`src/rtl/audio_pwm_bank.sv`:
```
// audio_pwm_bank -- bank of per-channel audio PWM generators, an optional
// mixed-sum PWM, a period-start strobe and a fractional-rate tick enable.
//
// Ports:
//   clk          system clock, all logic on the rising edge
//   reset        synchronous active-high reset
//   ch_in        NUM_CH samples, channel i at [i*IN_BITS +: IN_BITS]
//   mute         per-channel mute, 1 = channel contributes 0
//   pwm_out      per-channel registered PWM
//   mix_pwm      registered PWM of the sum of all channels
//   frame_start  high in the cycle where the period counter is 0
//   gb_tick      one-cycle enable on each phase-accumulator overflow
//
// Build option: define AUDIO_PWM_MIX_EN to build the mixer; otherwise
// mix_pwm is tied low and no mixer logic exists.
//
// Samples are captured into shadow registers in the last cycle of each
// period, so a channel's duty cycle only changes on period boundaries.

module audio_pwm_bank #(
   parameter int NUM_CH   = 4,
   parameter int IN_BITS  = 4,
   parameter int PERIOD   = 2048,
   parameter int ACC_BITS = 24,
   parameter int TICK_INC = 562950
) (
   input  logic                      clk,
   input  logic                      reset,
   input  logic [NUM_CH*IN_BITS-1:0] ch_in,
   input  logic [NUM_CH-1:0]         mute,
   output logic [NUM_CH-1:0]         pwm_out,
   output logic                      mix_pwm,
   output logic                      frame_start,
   output logic                      gb_tick
);

   localparam int CNT_W    = $clog2(PERIOD);
   localparam int THR_W    = CNT_W + 1;
   localparam int MIX_BITS = IN_BITS + $clog2(NUM_CH);
   localparam int STEP     = PERIOD >> IN_BITS;
   localparam int MSTEP    = PERIOD >> MIX_BITS;

   localparam logic [CNT_W-1:0]  CNT_LAST = CNT_W'(PERIOD - 1);
   localparam logic [ACC_BITS:0] ACC_INC  = (ACC_BITS + 1)'(TICK_INC);

   logic [CNT_W-1:0]                cnt_q, cnt_d;
   logic [NUM_CH-1:0][IN_BITS-1:0]  shadow_q, shadow_d;
   logic [NUM_CH-1:0]               pwm_q, pwm_d;
   logic [ACC_BITS-1:0]             acc_q;
   logic [ACC_BITS:0]               acc_sum;
   logic                            gb_q;
   logic                            last_cyc;
   logic [THR_W-1:0]                thr;

   assign last_cyc = (cnt_q == CNT_LAST);
   assign acc_sum  = {1'b0, acc_q} + ACC_INC;

   always_comb begin
      cnt_d    = last_cyc ? '0 : cnt_q + CNT_W'(1);
      shadow_d = shadow_q;
      pwm_d    = '0;
      thr      = '0;
      for (int i = 0; i < NUM_CH; i++) begin
         if (last_cyc) begin
            shadow_d[i] = mute[i] ? '0 : ch_in[i*IN_BITS +: IN_BITS];
         end
         // Compare against the old count so the output rises one cycle
         // after the counter wraps and stays high for exactly thr cycles.
         thr      = THR_W'(shadow_q[i]) * THR_W'(STEP);
         pwm_d[i] = ({1'b0, cnt_q} < thr);
      end
   end

   always_ff @(posedge clk) begin
      if (reset) begin
         cnt_q    <= '0;
         shadow_q <= '0;
         pwm_q    <= '0;
         acc_q    <= '0;
         gb_q     <= 1'b0;
      end else begin
         cnt_q    <= cnt_d;
         shadow_q <= shadow_d;
         pwm_q    <= pwm_d;
         acc_q    <= acc_sum[ACC_BITS-1:0];
         gb_q     <= acc_sum[ACC_BITS];
      end
   end

   assign pwm_out = pwm_q;
   assign gb_tick = gb_q;

   // The counter sits at 0 throughout reset; gating with reset keeps the
   // strobe quiet while held, and lets it fire in the first free cycle.
   assign frame_start = (cnt_q == '0) & ~reset;

`ifdef AUDIO_PWM_MIX_EN
   logic [MIX_BITS-1:0] mix_sum;
   logic [THR_W-1:0]    mix_thr;
   logic                mix_q;

   always_comb begin
      mix_sum = '0;
      for (int i = 0; i < NUM_CH; i++) begin
         mix_sum = mix_sum + MIX_BITS'(shadow_q[i]);
      end
      mix_thr = THR_W'(mix_sum) * THR_W'(MSTEP);
   end

   always_ff @(posedge clk) begin
      if (reset) begin
         mix_q <= 1'b0;
      end else begin
         mix_q <= ({1'b0, cnt_q} < mix_thr);
      end
   end

   assign mix_pwm = mix_q;
`else
   assign mix_pwm = 1'b0;
`endif

endmodule

```
`config.mk`:
```
export PLATFORM = sky130hd
export DESIGN_NAME = audio_pwm_bank
export DESIGN_NICKNAME = d
export VERILOG_FILES = /design/src/rtl/audio_pwm_bank.sv
export SDC_FILE = /design/constraint.sdc
export NUM_CORES = 1
export LEC_CHECK = 0
export CORE_UTILIZATION = 40
export CTS_CLUSTER_DIAMETER = 200
export DETAILED_ROUTE_END_ITERATION = 10
export PLACE_DENSITY = 0.59
export SLEW_MARGIN = 10
export SYNTH_ARGS = -nofsm -noshare
export SYNTH_HDL_FRONTEND = slang
export SYNTH_SLANG_ARGS = --single-unit
```
`constraint.sdc`:
```
create_clock -name clk -period 2.1 [get_ports clk]
set_clock_uncertainty 0.1 [all_clocks]
set_input_delay 0.525 -clock clk [delete_from_list [all_inputs] [get_ports clk]]
set_output_delay 0.525 -clock clk [all_outputs]
set_load 0.1 [all_outputs]
```
==> impl_metrics.toml <==
[die]
die_w_um = 84.1
io_pins = 29
rows = 29
core_sq_um = 6420
die-area_sq_um = 7080
fp.dieH_um = 84.1
initial_core_util_pct = 42.0

[clock_tree]
clkTransAtPathRegs_ps = 100
cts.htree.levels = 2
cts_tree = "done"
clockRootBuffer = "clkbuf_8"
holdBufCountCts = 0
cts_buffers = 5
clock_sinks = 55
clk_latency_ps = 310
max-clock-path-buffers = 2

[detailed_routing]
wl_um = 5350
drt_pass1_iterations = 7
vias = 2115
drc = 2
ant_nets = 0
wl_per_cell_um = 13.2
vias_per_cell = 5.22
drt_iter0_drc = 96

[sta]
postLayoutSetupSlackWorst_ps = -61.1
slew_viol_final = 0
hold_viol = 0
finalCritPeriodShare_pct = 103
worst_pin_slew_ps = 510
setup_viol = 1
relSlewSlack_pct = 66.0
fmax_ghz = 0.463
fin_crit_ps = 2160
grt_setup_unrepaired = "true"

[global_route]
grt_pass1_wl_um = 9580
use_met2_pct = 25.6
grt_max_degree = 48
top_usage_layer = "met2"
antenna_found_initial = 0
grt-ovfl-total = 0
use_met3_pct = 3.54
grt_pass1_vias = 2099
grt_util_met1_pct = 23.6
grt_use_total_pct = 16.7

[cells_and_area]
nNetsFinal = 364
layout-drive-gt1-share_pct = 14.3
antennaDiodeCount = 0
flow.area_growth_from_synthesis_pct = 20.9
mostFrequentLayoutCells = "53 x dfxtp_1, 31 x nor2_1, 20 x clkdlybuf4s50_1"
fin_area_sq_um = 3260
final_common_cell = "dfxtp_1"

[worst_hold_path]
hp-class = "reg2reg"

[power_and_ir_drop]
power.leakage_nw = 1.26
powerDensity_nw_per_um2 = 695
irDropWorstVdd_uv = 306
finalPower_mw = 2.27

[worst_setup_path]
cp_max_fo = 2
slowest_delay_ps = 340
critPathArrivalTime_ps = 1540
crit_slowest_cell = "dfxtp_2"
crit_path_end_kind = "output port"
cp-start-kind = "register"
crit_family = "simple AND/OR/NAND/NOR gates"
crit_chain = "inv_2, ha_4, nor4b_4, nand2_2, nor4_4, buf_12"
crit_type = "reg2out"
critPathBufInv = 2
worstPathRequired_ps = 1470

[placement]
place_congestion = 0.765
numPortBuffers = 27
placed_area_sq_um = 3070
hpwl_um = 3710
dp_slack_ps = -271

[yosys]
syn_inst = 296
synth_seq_area_share_pct = 40.8
synth_edf_count = 0
syn_area_sq_um = 2700
yosysUniqueCellTypes = 50
yosys_register_bits = 55
avgSynthCellArea_sq_um = 9.12
ys.flop_type = "dfxtp_1"
syn_nets = 333
synthArstFlopShare_pct = 0
yosys_warnings = 0

[status]
violations = "design-rule violations, negative setup slack"
status = "finished, violations left"

[job]
cap_violations = 0
-- state kept, by name, summed over array words and instances, names as in the netlist --
signal,flops
cnt_q,11
gb_tick,1
shadow_q,16
pwm_out,4
acc_q,23
-- metrics by stage --
step | util [%] | hold WS [ps] | cells | TNS (ps)
after floorplan | - | 334 | 296 | -476
after global placement | 47.8 | 357 | 393 | -1610
after detailed placement | 47.8 | 365 | 393 | -2080
after CTS | 50.4 | 388 | 403 | -160
after global routing | 50.8 | 407 | 405 | -174
final | 50.8 | 380 | 405 | -61.1
-- area by class of cell --
class | count | area [sq um]
Tap cell | 77 | 96.3
Clock buffer | 6 | 82.6
Sequential cell | 55 | 1100
Inverter | 17 | 63.8
Fill cell | 610 | 3160
Multi-Input combinational cell | 210 | 1520
Timing Repair Buffer | 38 | 362
Clock inverter | 2 | 35.0
-- power by group --
part / total, mW / switching (mW) / internal, mW
sequential: 1.21 / 0.102 / 1.10
clock: 0.734 / 0.348 / 0.386
combinational: 0.328 / 0.157 / 0.171
total: 2.27 / 0.606 / 1.66
-- layer usage --
| metal | share of wire (%) | wire [um] | up-vias |
|---|---|---|---|
| met4 | 0.80 | 43 | 0 |
| li1 | - | - | 1119 |
| met3 | 2.4 | 126 | 4 |
| met2 | 43 | 2290 | 19 |
| met5 | 0 | 0 | - |
| met1 | 54 | 2890 | 973 |
-- synthesized netlist by cell type, drive strengths merged, types with 4 or more instances --
master / n / share of area [%]
dfxtp: 55 / 41
nor2: 31 / 4.3
inv: 17 / 2.4
a22o: 16 / 5.2
ha: 15 / 7.0
a21oi: 14 / 2.6
nand3: 13 / 2.4
nand2: 12 / 1.7
nor3: 12 / 2.2
a21o: 9 / 2.5
xor2: 9 / 2.9
xnor2: 8 / 2.6
a211oi: 7 / 1.9
buf: 7 / 1.8
clkbuf: 7 / 0.97
o21ai: 7 / 1.4
nand2b: 6 / 1.4
nor2b: 6 / 1.7
mux2: 5 / 2.1
nor3b: 4 / 1.1
-- timing repair --
item | in CTS | in global routing
setup endpoints to repair | 1 | 1
pin swaps | 3 | 2
gates resized for setup | 10 | 2
setup buffers | 2 | 2
-- worst paths after layout --
path,slack [ps],endpoint,cells past startpoint,from
max reg2reg,160,acc_q[21]$_SDFF_PP0_,6,acc_q[1]$_SDFF_PP0_
max,-60,frame_start,6,cnt_q[1]$_SDFF_PP0_
min reg2reg,380,acc_q[1]$_SDFF_PP0_,1,acc_q[1]$_SDFF_PP0_
min,380,acc_q[1]$_SDFF_PP0_,1,acc_q[1]$_SDFF_PP0_
-- cells by family (layout without fill, tap and decap cells) --
group / after synthesis / in the layout / share of synthesized area (%)
XOR/XNOR: 17 / 17 / 5.52
buffers and inverters: 31 / 63 / 5.15
multiplexers: 6 / 6 / 2.46
other: 1 / 1 / 0.139
adder cells (fa/ha/maj): 15 / 15 / 6.95
AND/OR/NAND/NOR: 106 / 106 / 21.6
AO/OA/AOI/OAI: 65 / 65 / 17.4
flip-flops: 55 / 55 / 40.8
Note: power is estimated with default switching activity, not from simulation.
